## config.mk

```make
export PLATFORM = sky130hd
export DESIGN_NAME = divider_8bit_seq
export DESIGN_NICKNAME = d
export VERILOG_FILES = /design/src/rtl/divider_8bit_seq.sv
export SDC_FILE = /design/constraint.sdc
export NUM_CORES = 1
export LEC_CHECK = 0
export ABC_CLOCK_PERIOD_IN_PS = 6700
export BUFFER_PORTS_ARGS = -buffer_cell sky130_fd_sc_hd__buf_2
export CORE_MARGIN = 2
export CORE_UTILIZATION = 64
export CTS_BUF_LIST = sky130_fd_sc_hd__clkbuf_4
export DETAILED_ROUTE_END_ITERATION = 10
export PLACE_DENSITY = 0.89
export SYNTH_ARGS = -nofsm -noshare
export SYNTH_HDL_FRONTEND = slang
export SYNTH_SLANG_ARGS = --single-unit
```

## constraint.sdc

```tcl
create_clock -name clk -period 6.7 [get_ports clk]
set_clock_uncertainty 0.15 [all_clocks]
set_input_delay 1.34 -clock clk [delete_from_list [all_inputs] [get_ports clk]]
set_output_delay 1.34 -clock clk [all_outputs]
set_load 0.01 [all_outputs]
```

## src/rtl/divider_8bit_seq.sv

```systemverilog
// divider_8bit_seq
//   Sequential unsigned restoring divider. Produces one quotient bit per
//   clock by shift-and-subtract; a division takes WIDTH cycles in RUN,
//   followed by a one-cycle DONE pulse. Divide-by-zero skips RUN entirely.
//
// Ports
//   clk          rising-edge clock
//   rst          asynchronous active-high reset
//   start        division request, accepted only in IDLE or DONE
//   dividend     unsigned dividend, captured on the accepted start edge
//   divisor      unsigned divisor, captured on the accepted start edge
//   busy         high while iterating (state RUN)
//   done         one-cycle pulse, results valid (state DONE)
//   quotient     result quotient, held until the next done
//   remainder    result remainder, held until the next done
//   div_by_zero  set with done when divisor was 0, held until the next done
module divider_8bit_seq #(
    parameter int WIDTH = 8
) (
    input  logic             clk,
    input  logic             rst,
    input  logic             start,
    input  logic [WIDTH-1:0] dividend,
    input  logic [WIDTH-1:0] divisor,
    output logic             busy,
    output logic             done,
    output logic [WIDTH-1:0] quotient,
    output logic [WIDTH-1:0] remainder,
    output logic             div_by_zero
);

    localparam int CW = $clog2(WIDTH);

    typedef enum logic [1:0] {
        IDLE,
        RUN,
        DONE
    } state_t;

    state_t state_q, state_d;

    logic [WIDTH-1:0] q_q;
    logic [WIDTH-1:0] r_q;
    logic [WIDTH-1:0] d_q;
    logic [CW-1:0]    cnt_q;

    logic             accept;
    logic             last_iter;
    logic [WIDTH:0]   r_shift;
    logic [WIDTH:0]   trial;
    logic [WIDTH-1:0] q_next;
    logic [WIDTH-1:0] r_next;

    assign accept    = start && (state_q != RUN);
    assign last_iter = (cnt_q == CW'(WIDTH - 1));

    // State register
    always_ff @(posedge clk or posedge rst) begin
        if (rst) begin
            state_q <= IDLE;
        end else begin
            state_q <= state_d;
        end
    end

    // Next-state logic
    always_comb begin
        state_d = state_q;
        case (state_q)
            IDLE, DONE: begin
                if (start) begin
                    state_d = (divisor == '0) ? DONE : RUN;
                end else begin
                    state_d = IDLE;
                end
            end
            RUN: begin
                if (last_iter) begin
                    state_d = DONE;
                end
            end
            default: state_d = IDLE;
        endcase
    end

    // Output decode
    always_comb begin
        busy = (state_q == RUN);
        done = (state_q == DONE);
    end

    // One restoring step. R holds at most i dividend bits before step i,
    // so its MSB is always 0 here and {R, Q[MSB]} equals {1'b0, R'}.
    always_comb begin
        r_shift = {r_q, q_q[WIDTH-1]};
        trial   = r_shift - {1'b0, d_q};
        if (!trial[WIDTH]) begin
            r_next = trial[WIDTH-1:0];
            q_next = {q_q[WIDTH-2:0], 1'b1};
        end else begin
            r_next = r_shift[WIDTH-1:0];
            q_next = {q_q[WIDTH-2:0], 1'b0};
        end
    end

    // Working registers and result registers
    always_ff @(posedge clk or posedge rst) begin
        if (rst) begin
            q_q         <= '0;
            r_q         <= '0;
            d_q         <= '0;
            cnt_q       <= '0;
            quotient    <= '0;
            remainder   <= '0;
            div_by_zero <= 1'b0;
        end else if (accept) begin
            if (divisor == '0) begin
                quotient    <= '1;
                remainder   <= dividend;
                div_by_zero <= 1'b1;
            end else begin
                q_q   <= dividend;
                r_q   <= '0;
                d_q   <= divisor;
                cnt_q <= '0;
            end
        end else if (state_q == RUN) begin
            q_q   <= q_next;
            r_q   <= r_next;
            cnt_q <= cnt_q + CW'(1);
            if (last_iter) begin
                quotient    <= q_next;
                remainder   <= r_next;
                div_by_zero <= 1'b0;
            end
        end
    end

endmodule

```

**Word-level counts from Yosys, hierarchy flattened**

Index checks and enable logic that the tools add are counted.

- Flip-flop bits (word level): 46
- Bits of input ports: 19
- Output and inout port bits: 19
- Logic and storage cells: 54

- Add/sub/neg operators: 2
- Eq/ne operators: 7
- Multiplexer cells: 27
- Bitwise operators: 1
- Reduce and logical (&&, ||, !) cells: 9

Operators with widths:

| operator | number |
|---|---|
| $mux 8 | 15 |
| $mux 3 | 3 |
| $sub 9x8->9 | 1 |
| $logic_not 8->1 | 1 |
| $mux 2 | 3 |
| $ne 2x1->1 const B | 3 |
| $mux 1 | 5 |
| $pmux 2 s2 | 1 |
| $reduce_and 2->1 | 2 |
| $reduce_bool 2->1 | 2 |
| $add 3x1->3 const B | 1 |
| $eq 3x3->1 const B | 1 |
| $reduce_and 3->1 | 1 |
| $eq 2x1->1 const B | 1 |
| $eq 2x2->1 const B | 1 |
| $logic_not 2->1 | 1 |
| $ne 2x2->1 const B | 1 |
| $reduce_or 2->1 | 1 |
| $logic_and 1x1->1 | 1 |
| $not 1->1 | 1 |

**Depth between registers and ports, before layout**

Gate-level depths: netlist of the first run.

- Depth after elaboration: 5
- Gate-level depth with buffers: 10
- Depth with buffers taken out: 9

**Worst setup path before layout of the first run**

No wires, ideal clock.

- Kind: input port to flip-flop
- Start point: in divisor[7]
- End point: reg remainder[0]
- Setup time: 0.128 ns
- Data arrival time: 2.627 ns
- Data required time: 6.422 ns
- Setup slack: 3.796 ns
- Stages on the path: 5
- Path buffers: 1
- Path through: nor4_1 > nand4_2 > clkbuf_1 > mux2i_1 > o22ai_1

- Longest elaborated chain between the ends: 3

RTL lines:

| element | line | source |
|---|---|---|
| start, declared | 24 | `input logic [WIDTH-1:0] divisor,` |
| $logic_not 8->1 | 117 | `if (divisor == '0) begin` |
| $ne 2x1->1 (no source line) | - |  |
| $reduce_and 3->1 (no source line) | - |  |
| end signal, assigned | 119 | `remainder <= dividend;` |
| end signal, assigned | 133 | `remainder <= r_next;` |
| end, declared | 28 | `output logic [WIDTH-1:0] remainder,` |

Every way passes these cells.
A chain may end at the register's enable or synchronous reset.

**Worst setup path after layout of the first run**

- Start point: reg state_q[1]
- End point: out busy

- Longest elaborated chain between the ends: 1

RTL lines:

| element | line | source |
|---|---|---|
| start, declared | 40 | `state_t state_q, state_d;` |
| start signal, assigned | 62 | `state_q <= state_d;` |
| $eq 2x1->1 | 88 | `busy = (state_q == RUN);` |
| end, declared | 25 | `output logic busy,` |

Every way passes these cells.

==> impl_metrics.ini, run 1 <==
[run_status]
status = finished clean

[cts]
ctsHtreeMaxLevel = 2
number_of_buffers_inserted_during_clock_tree_synthesis = 5
cts-root-to-sink-buffers = 2
cts_tree = built
path_clk_slew_ps = 130
clk_latency_ps = 370
cts.repair.resized = 0
postCtsHoldBufs = 0
post-cts-setup-buffers = 0
cts_root_buf = sky130_fd_sc_hd__clkbuf_4
number_of_clock_sinks = 46

[floorplanning]
start_util_pct = 65.3
design.die.area_um2 = 4540
chipWidth_um = 67.4
io_pins = 38
fp.dieH_um = 67.4
design.core.area_um2 = 3940
std_cell_rows = 23

[cells_and_area]
fraction_of_layout_instances_using_a_drive_strength_above_1_pct = 21.5
syn2layout_area_growth_pct = 8.70
antenna-diode-count = 0
finish.net_count = 317
post_layout_nonfiller_instances = 338
fillerInstances = 289
final_cell_area_um2 = 2800

[worst_setup_path]
cp.required_ps = 5210
timing_worst_setup_path_type = reg2out
worst_setup_path_end_kind = output pin
timing.critical_path.arrival_ps = 1770
worstSetupStartpointType = register
critical_path.max_fanout = 15

[synthesis]
synth_enable_flop_cells = 0
ys_seq_elements = 46
post_synthesis_async_set_or_reset_flop_share_pct = 100
synth_area_um2 = 2570
yosys_warnings = 0
synthesis.nets = 285
synth_top_flop_cell = sky130_fd_sc_hd__dfrtp_1
biggest_area_contributors_in_the_synthesized_netlist = sky130_fd_sc_hd__dfrtp_1 45%, sky130_fd_sc_hd__mux2i_1 8.9%, sky130_fd_sc_hd__nand2_1 5.1%, sky130_fd_sc_hd__ha_1 4.9%, sky130_fd_sc_hd__o21ai_0 4.3%
synthDominantAreaCellType = sky130_fd_sc_hd__dfrtp_1
synth.distinct_cells = 45
synth_top_area_share_pct = 44.7
netlist_instances = 255
syn_avg_cell_area_um2 = 10.1
synth.yosys.seq_area_share_pct = 44.7

[place]
placed_cells = 330
port_buffers = 37
place_hpwl_um = 3830
gp_congestion = 0.788
dpl_cell_area_um2 = 2740

[sta]
fin_hold_ws_ps = 339
timing_worst_slew_pin_value_ps = 962
maxClockFrequency_ghz = 0.306
tns_ps = 0
setup_repair_after_global_routing_missed_its_margin = false
finalWorstPathRequiredPeriod_ps = 3260
post-route-period-util_pct = 48.7
hold_viol_final = 0
slew_viol_final = 0
report.final.setup_viol = 0
timing.slew.headroom_pct = 35.9

[routing]
drc = 0
detailroute.via_count = 1993
drt_pre_antenna_iters = 5
route.detailed.vias_per_inst = 5.90
route.detailed.wl_per_inst_um = 15.5
routed_wl_um = 5230
dr.first_iter.drc_count = 182
ant_nets = 0

[power]
report.power.total_mw = 1.51
vdd.ir_drop.worst_uv = 322
leak_pwr_nw = 1.36
power_per_unit_of_standard_cell_area_nw_per_um2 = 539

[global_route]
initial_antenna_violation_count = 0
global_route.overflow_total = 0
via_count_of_the_first_global_routing_pass = 1873
global_route.usage.total_pct = 25.5
grt_max_degree = 47
grt_pass1_wl_um = 8640

[min_path]
min_path_type = reg2reg

[flow_run]
timing.max_cap.violations = 0
==> Yosys cell counts (2+ instances only) <==
cell type and instances:
sky130_fd_sc_hd__o21ai_0 22, sky130_fd_sc_hd__nand2b_1 5, sky130_fd_sc_hd__nand2_1 35, sky130_fd_sc_hd__mux2_2 7, sky130_fd_sc_hd__nand3_1 7, sky130_fd_sc_hd__clkbuf_1 5
sky130_fd_sc_hd__a211oi_1 2, sky130_fd_sc_hd__a21oi_2 2, sky130_fd_sc_hd__xor2_1 4, sky130_fd_sc_hd__o22ai_1 6, sky130_fd_sc_hd__a22o_1 2, sky130_fd_sc_hd__nor2_1 12
sky130_fd_sc_hd__o211ai_1 5, sky130_fd_sc_hd__a21oi_1 10, sky130_fd_sc_hd__mux2i_1 23, sky130_fd_sc_hd__ha_1 10, sky130_fd_sc_hd__nor4_1 2, sky130_fd_sc_hd__buf_2 2
sky130_fd_sc_hd__a32o_1 2, sky130_fd_sc_hd__o21ai_1 5, sky130_fd_sc_hd__inv_1 15, sky130_fd_sc_hd__buf_6 4, sky130_fd_sc_hd__dfrtp_1 46
==> power by group <==
group          switching, mW  internal [mW]
clock network         0.0872         0.0454
registers             0.0877          0.405
logic                  0.505          0.378
total                  0.680          0.828
==> worst max-delay path, cell delays in order, from the launching register on <==
cell and delay [ps]:
sky130_fd_sc_hd__dfrtp_1 400, sky130_fd_sc_hd__nand2b_1 380, sky130_fd_sc_hd__inv_1 420, sky130_fd_sc_hd__buf_2 210
==> registers in the layout, summed over array words and instances (netlist names) <==
register	count
d_q	8
quotient	8
remainder	8
q_q	8
cnt_q	3
state_q	2
r_q	8
div_by_zero	1
==> worst paths after layout <==
kind                                          from                  endpoint  slack (ps)  cells after the start
min in group asynchronous                      rst  remainder[4]$_DFFE_PP0P_         940                      3
min                        div_by_zero$_DFFE_PP0P_   div_by_zero$_DFFE_PP0P_         340                      2
max in group asynchronous                      rst  remainder[7]$_DFFE_PP0P_        5050                      3
min reg2reg                div_by_zero$_DFFE_PP0P_   div_by_zero$_DFFE_PP0P_         340                      2
max reg2reg                     q_q[7]$_DFFE_PP0P_  remainder[0]$_DFFE_PP0P_        3500                      9
max                         state_q[1]$_DFFE_PP0P_                      busy        3440                      3
==> through the flow <==
stage                     setup WS [ps]  util (%)
after detailed placement           3120      69.5
final                              3440      71.0
after CTS                          3430      71.0
after floorplan                    3800         -
after global routing               3290      71.0
after global placement             3270      69.5
==> logic make-up after synthesis <==
family,synth area share (%)
adder cells (fa/ha/maj),5.64
XOR/XNOR,1.36
AND/OR/NAND/NOR,11.7
buffers and inverters,5.69
AO/OA/AOI/OAI,18.9
flip-flops,44.7
multiplexers,12.0
==> area by class of cell <==
| type | instances | area, µm² | share of cell area (%) |
|---|---|---|---|
| Clock buffer | 6 | 45.0 | 1.61 |
| Clock inverter | 2 | 13.8 | 0.492 |
| Inverter | 15 | 56.3 | 2.01 |
| Multi-Input combinational cell | 181 | 1280 | 45.6 |
| Sequential cell | 46 | 1150 | 41.1 |
| Tap cell | 50 | 62.6 | 2.24 |
| Timing Repair Buffer | 38 | 193 | 6.89 |
==> cells in the final DEF (no fill, tap or decap), types with 4 or more instances in the layout <==
master / netlist / routed
sky130_fd_sc_hd__nor2_1: 12 / 12
sky130_fd_sc_hd__xor2_1: 4 / 4
sky130_fd_sc_hd__nand2b_1: 5 / 5
sky130_fd_sc_hd__mux2i_1: 23 / 23
sky130_fd_sc_hd__a21oi_1: 10 / 10
sky130_fd_sc_hd__o21ai_1: 5 / 5
sky130_fd_sc_hd__ha_1: 10 / 10
sky130_fd_sc_hd__nand2_1: 35 / 35
sky130_fd_sc_hd__o22ai_1: 6 / 6
sky130_fd_sc_hd__nand3_1: 7 / 7
sky130_fd_sc_hd__o21ai_0: 22 / 22
sky130_fd_sc_hd__clkbuf_4: 0 / 6
sky130_fd_sc_hd__dfrtp_1: 46 / 46
sky130_fd_sc_hd__inv_1: 15 / 14
sky130_fd_sc_hd__o211ai_1: 5 / 5
sky130_fd_sc_hd__mux2_2: 7 / 7
sky130_fd_sc_hd__buf_2: 2 / 37
==> per-layer routing <==
metal	vias to the layer above	GRT usage (%)	share of wire [%]
met2	57	42.1	50
li1	966	-	-
met5	-	0	0
met3	11	4.50	4.5
met4	0	10.7	1.6
met1	959	33.3	44
(Power assumes the default switching activity.)
==> inputs of run 2 (changes only) <==
Settings changed: ABC_CLOCK_PERIOD_IN_PS 6700 to 3100, CORE_UTILIZATION 64 to 59, PLACE_DENSITY 0.89 to 0.83.
Clock period 6.7 ns to 3.1 ns, I/O delays scaled along.
==> run 2 against run 1 <==
Net effect:
- total power grew 120%
- wire length grew 1.8%
- largest power group unchanged
- clock power increased by 130%
- via count is 1.1% higher
- setup slack got worse by 3200 ps
- cell count increased by 2.7%
- flip-flop and latch count is the same
==> impl_metrics.ini, run 2 (synthesis results as in run 1) <==
[sta]
slew_viol_final = 0
post-route-period-util_pct = 92.0
timing.slew.headroom_pct = 36.9
hold_viol_final = 0
timing_worst_slew_pin_value_ps = 945
fin_hold_ws_ps = 292
finalWorstPathRequiredPeriod_ps = 2850
tns_ps = 0
report.final.setup_viol = 0
setup_ws_ps = 247
maxClockFrequency_ghz = 0.351
setup_repair_after_global_routing_missed_its_margin = false

[worst_setup_path]
crit-reg2reg-launch = q_q[7]$_DFFE_PP0P_
critical_path.most_common_cell = sky130_fd_sc_hd__inv_1
worst_setup_path_end_kind = register
critical_path.max_fanout = 6
worstSetupStartpointType = register
timing_worst_setup_path_type = reg2reg
slowest_stage = sky130_fd_sc_hd__a221oi_4
crit_chain = inv_1 -> ha_1 -> inv_1 -> fa_1 -> a211oi_4 -> o211ai_2 -> a221oi_4 -> buf_4 -> mux2i_1 -> o21ai_0
cp_num_buf_inv = 3
timing.critical_path.arrival_ps = 2940
crit_path_max_incr_delay_ps = 470
cp.required_ps = 3190
startpoint = q_q[7]$_DFFE_PP0P_
critical-path-top-delay-family = compound AO/OA/AOI/OAI gates

[place]
gp_congestion = 0.829
dpl_cell_area_um2 = 2790
place_hpwl_um = 3930
dpl_worst_slack_ps = 301
port_buffers = 37
placed_cells = 339

[floorplanning]
start_util_pct = 60.4
fp.dieH_um = 70.0
chipWidth_um = 70.0
std_cell_rows = 24
io_pins = 38
design.core.area_um2 = 4260
design.die.area_um2 = 4910

[min_path]
min_path_type = in2async

[cts]
clk_latency_ps = 370
path_clk_slew_ps = 140
ctsHtreeMaxLevel = 2
cts_tree = built
cts.repair.resized = 0
cts_root_buf = sky130_fd_sc_hd__clkbuf_4
number_of_clock_sinks = 46
cts-root-to-sink-buffers = 2
post-cts-setup-buffers = 0
number_of_buffers_inserted_during_clock_tree_synthesis = 5
postCtsHoldBufs = 0

[global_route]
grt_max_degree = 47
grt_pass1_wl_um = 8980
global_route.usage.total_pct = 23.3
via_count_of_the_first_global_routing_pass = 1959
initial_antenna_violation_count = 0
global_route.overflow_total = 0

[cells_and_area]
syn2layout_area_growth_pct = 10.8
post_layout_nonfiller_instances = 347
layout.cells.most_common_list = 46 x sky130_fd_sc_hd__dfrtp_1, 37 x sky130_fd_sc_hd__buf_2, 35 x sky130_fd_sc_hd__nand2_1, 23 x sky130_fd_sc_hd__mux2i_1, 22 x sky130_fd_sc_hd__o21ai_0
final_common_cell = sky130_fd_sc_hd__dfrtp_1
fraction_of_layout_instances_using_a_drive_strength_above_1_pct = 23.4
final_cell_area_um2 = 2850
finish.net_count = 324
post-route-util_pct = 66.9
antenna-diode-count = 0

[routing]
drc = 0
dr.first_iter.drc_count = 133
detailroute.via_count = 2014
route.detailed.wl_per_inst_um = 15.3
routed_wl_um = 5320
route.detailed.vias_per_inst = 5.80
drt_pre_antenna_iters = 4
ant_nets = 0

[power]
leak_pwr_nw = 1.39
report.power.total_mw = 3.34
power_per_unit_of_standard_cell_area_nw_per_um2 = 1170
vdd.ir_drop.worst_uv = 732

[flow_run]
timing.max_cap.violations = 0

[run_status]
status = finished clean
run 2: cell types whose count changed in the layout (fill, tap and decap cells not counted):
cell | previous run | this run
sky130_fd_sc_hd__clkinv_2 | 1 | 0
sky130_fd_sc_hd__inv_2 | 0 | 1
sky130_fd_sc_hd__clkinv_4 | 1 | 0
sky130_fd_sc_hd__inv_6 | 0 | 1
sky130_fd_sc_hd__buf_4 | 1 | 8
run 2: final timing paths:
check,to,cells after the start,slack [ps]
worst max-delay path,r_q[6]$_DFFE_PP0P_,10,250
worst min-delay path,cnt_q[2]$_DFFE_PP0P_,2,290
worst max register to register,r_q[6]$_DFFE_PP0P_,10,250
worst min register to register,q_q[7]$_DFFE_PP0P_,2,350
max in group asynchronous,r_q[0]$_DFFE_PP0P_,2,1910
min in group clk,d_q[6]$_DFFE_PP0P_,2,350
run 2: worst register-to-register path, stage by stage (launching register included):
cell	delay, ps
sky130_fd_sc_hd__dfrtp_1	400
sky130_fd_sc_hd__inv_1	70
sky130_fd_sc_hd__ha_1	160
sky130_fd_sc_hd__inv_1	50
sky130_fd_sc_hd__fa_1	430
sky130_fd_sc_hd__a211oi_4	300
sky130_fd_sc_hd__o211ai_2	150
sky130_fd_sc_hd__a221oi_4	470
sky130_fd_sc_hd__buf_4	230
sky130_fd_sc_hd__mux2i_1	230
sky130_fd_sc_hd__o21ai_0	110
run 2: layout make-up:
| type | instances | area [µm²] |
|---|---|---|
| Inverter | 15 | 56.3 |
| Clock buffer | 6 | 45.0 |
| Clock inverter | 2 | 12.5 |
| Sequential cell | 46 | 1150 |
| Multi-Input combinational cell | 181 | 1280 |
| Fill cell | 342 | 1410 |
| Tap cell | 52 | 65.1 |
| Timing Repair Buffer | 45 | 245 |
run 2: layer usage:
metal  GRT usage, %  vias up  share of wire, %
li1               -      990                 -
met1           31.1      966                45
met2           39.3       48                49
met3           3.46       10               4.0
met4           7.48        0               1.5
met5              0        -                 0
run 2: where the power goes:
part,switching [mW],internal (mW)
registers,0.189,0.875
logic,1.10,0.875
clock network,0.202,0.0986
total,1.49,1.85
==> inputs of run 3 (changes only) <==
Settings changed: CORE_ASPECT_RATIO set to 1.5.
==> run 3 against run 2 <==
Net effect:
- sequential share of layout area down 0.071 points
- sequential power about the same
- setup slack worse by 7.5 ps
- register-to-register slack about the same
- wire length up 6.0%
- fmax down 0.26%
- largest cell class unchanged
==> impl_metrics.ini, run 3 (synthesis results as in run 1) <==
[floorplanning]
start_util_pct = 61.1
fp.dieH_um = 84.9
design.die.area_um2 = 4920
std_cell_rows = 29
chipWidth_um = 57.9
io_pins = 38
design.core.area_um2 = 4210

[worst_setup_path]
critical_path.most_common_cell = sky130_fd_sc_hd__inv_1
cp_num_buf_inv = 3
worstSetupStartpointType = register
worst_setup_path_end_kind = register
critical_path.max_fanout = 7
critical-path-top-delay-family = compound AO/OA/AOI/OAI gates
timing_worst_setup_path_type = reg2reg
crit_path_max_incr_delay_ps = 430
cp.required_ps = 3230
timing.critical_path.arrival_ps = 2990
slowest_stage = sky130_fd_sc_hd__fa_1
crit_chain = inv_1 -> ha_1 -> inv_1 -> fa_1 -> a211oi_4 -> o211ai_2 -> a221oi_4 -> buf_12 -> mux2_2 -> o22ai_1

[power]
vdd.ir_drop.worst_uv = 708
leak_pwr_nw = 1.39
power_per_unit_of_standard_cell_area_nw_per_um2 = 1190

[cts]
clk_latency_ps = 360
path_clk_slew_ps = 130
ctsHtreeMaxLevel = 2
cts_root_buf = sky130_fd_sc_hd__clkbuf_4
cts_tree = built
number_of_clock_sinks = 46
postCtsHoldBufs = 0
cts.repair.resized = 0
number_of_buffers_inserted_during_clock_tree_synthesis = 5
cts-root-to-sink-buffers = 2

[cells_and_area]
post_layout_nonfiller_instances = 339
final_common_cell = sky130_fd_sc_hd__dfrtp_1
layout.cells.most_common_list = 46 x sky130_fd_sc_hd__dfrtp_1, 37 x sky130_fd_sc_hd__buf_2, 35 x sky130_fd_sc_hd__nand2_1, 23 x sky130_fd_sc_hd__mux2i_1, 22 x sky130_fd_sc_hd__o21ai_0
finish.net_count = 323
syn2layout_area_growth_pct = 11.0
fraction_of_layout_instances_using_a_drive_strength_above_1_pct = 22.9
antenna-diode-count = 0
fillerInstances = 316

[global_route]
grt_pass1_wl_um = 9550
grt_max_degree = 28
global_route.overflow_total = 0
via_count_of_the_first_global_routing_pass = 2076
initial_antenna_violation_count = 0
global_route.usage.total_pct = 25.4

[place]
gp_congestion = 0.822
port_buffers = 37
placed_cells = 331
place_hpwl_um = 4340

[sta]
timing_worst_slew_pin_value_ps = 935
finalWorstPathRequiredPeriod_ps = 2860
tns_ps = 0
setup_repair_after_global_routing_missed_its_margin = false
slew_viol_final = 0
post-route-period-util_pct = 92.3
hold_viol_final = 0
maxClockFrequency_ghz = 0.350
report.final.setup_viol = 0
timing.slew.headroom_pct = 37.3

[flow_run]
timing.max_cap.violations = 0

[routing]
route.detailed.vias_per_inst = 6.00
ant_nets = 0
drt_pre_antenna_iters = 5
drc = 0
detailroute.via_count = 2034
dr.first_iter.drc_count = 56
routed_wl_um = 5650
route.detailed.wl_per_inst_um = 16.7

[run_status]
status = finished clean

[min_path]
min_path_type = in2async
-- run 3: what timing repair did --
action,4_1_cts,5_1_grt
setup buffers,0,1
hold endpoints to repair,0,0
setup endpoints to repair,0,2
-- run 3: worst paths after layout --
check                                           end               start  slack (ps)  cells after the start
setup reg to reg           remainder[0]$_DFFE_PP0P_  q_q[7]$_DFFE_PP0P_         240                     10
min in group clk                 q_q[7]$_DFFE_PP0P_  q_q[7]$_DFFE_PP0P_         350                      2
hold reg to reg                  q_q[7]$_DFFE_PP0P_  q_q[7]$_DFFE_PP0P_         350                      2
max in group asynchronous        q_q[1]$_DFFE_PP0P_                 rst        1900                      3
setup / recovery           remainder[0]$_DFFE_PP0P_  q_q[7]$_DFFE_PP0P_         240                     10
hold / removal             remainder[7]$_DFFE_PP0P_                 rst         180                      2
-- run 3: layout make-up --
cell class | instances | area, µm² | share of cell area [%]
Multi-Input combinational cell | 181 | 1280 | 44.7
Sequential cell | 46 | 1150 | 40.3
Timing Repair Buffer | 44 | 263 | 9.20
Tap cell | 46 | 57.6 | 2.01
Inverter | 15 | 56.3 | 1.97
Clock buffer | 7 | 52.6 | 1.84
-- run 3: per-stage QoR --
stage	cell area (µm²)	total power [mW]	hold WS (ps)	util [%]	setup WS (ps)
6_report	2860	3.41	183	67.9	240
5_1_grt	2860	3.68	240	67.9	80.5
4_1_cts	2840	3.34	216	67.4	173
3_5_place_dp	2780	3.05	321	66.1	181
3_3_place_gp	2780	2.96	308	66.1	347
2_1_floorplan	2570	2.59	300	-	472
-- run 3: layer usage --
layer	up-vias	wire, µm	GRT usage [%]
li1	983	-	-
met1	987	2260	30.5
met2	53	3050	44.1
met3	11	163	3.35
met4	0	170	12.1
met5	-	0	0
-- run 3: power breakdown --
part / internal (mW) / switching (mW)
clock network: 0.103 / 0.180
registers: 0.875 / 0.188
logic: 0.929 / 1.14
total: 1.91 / 1.51
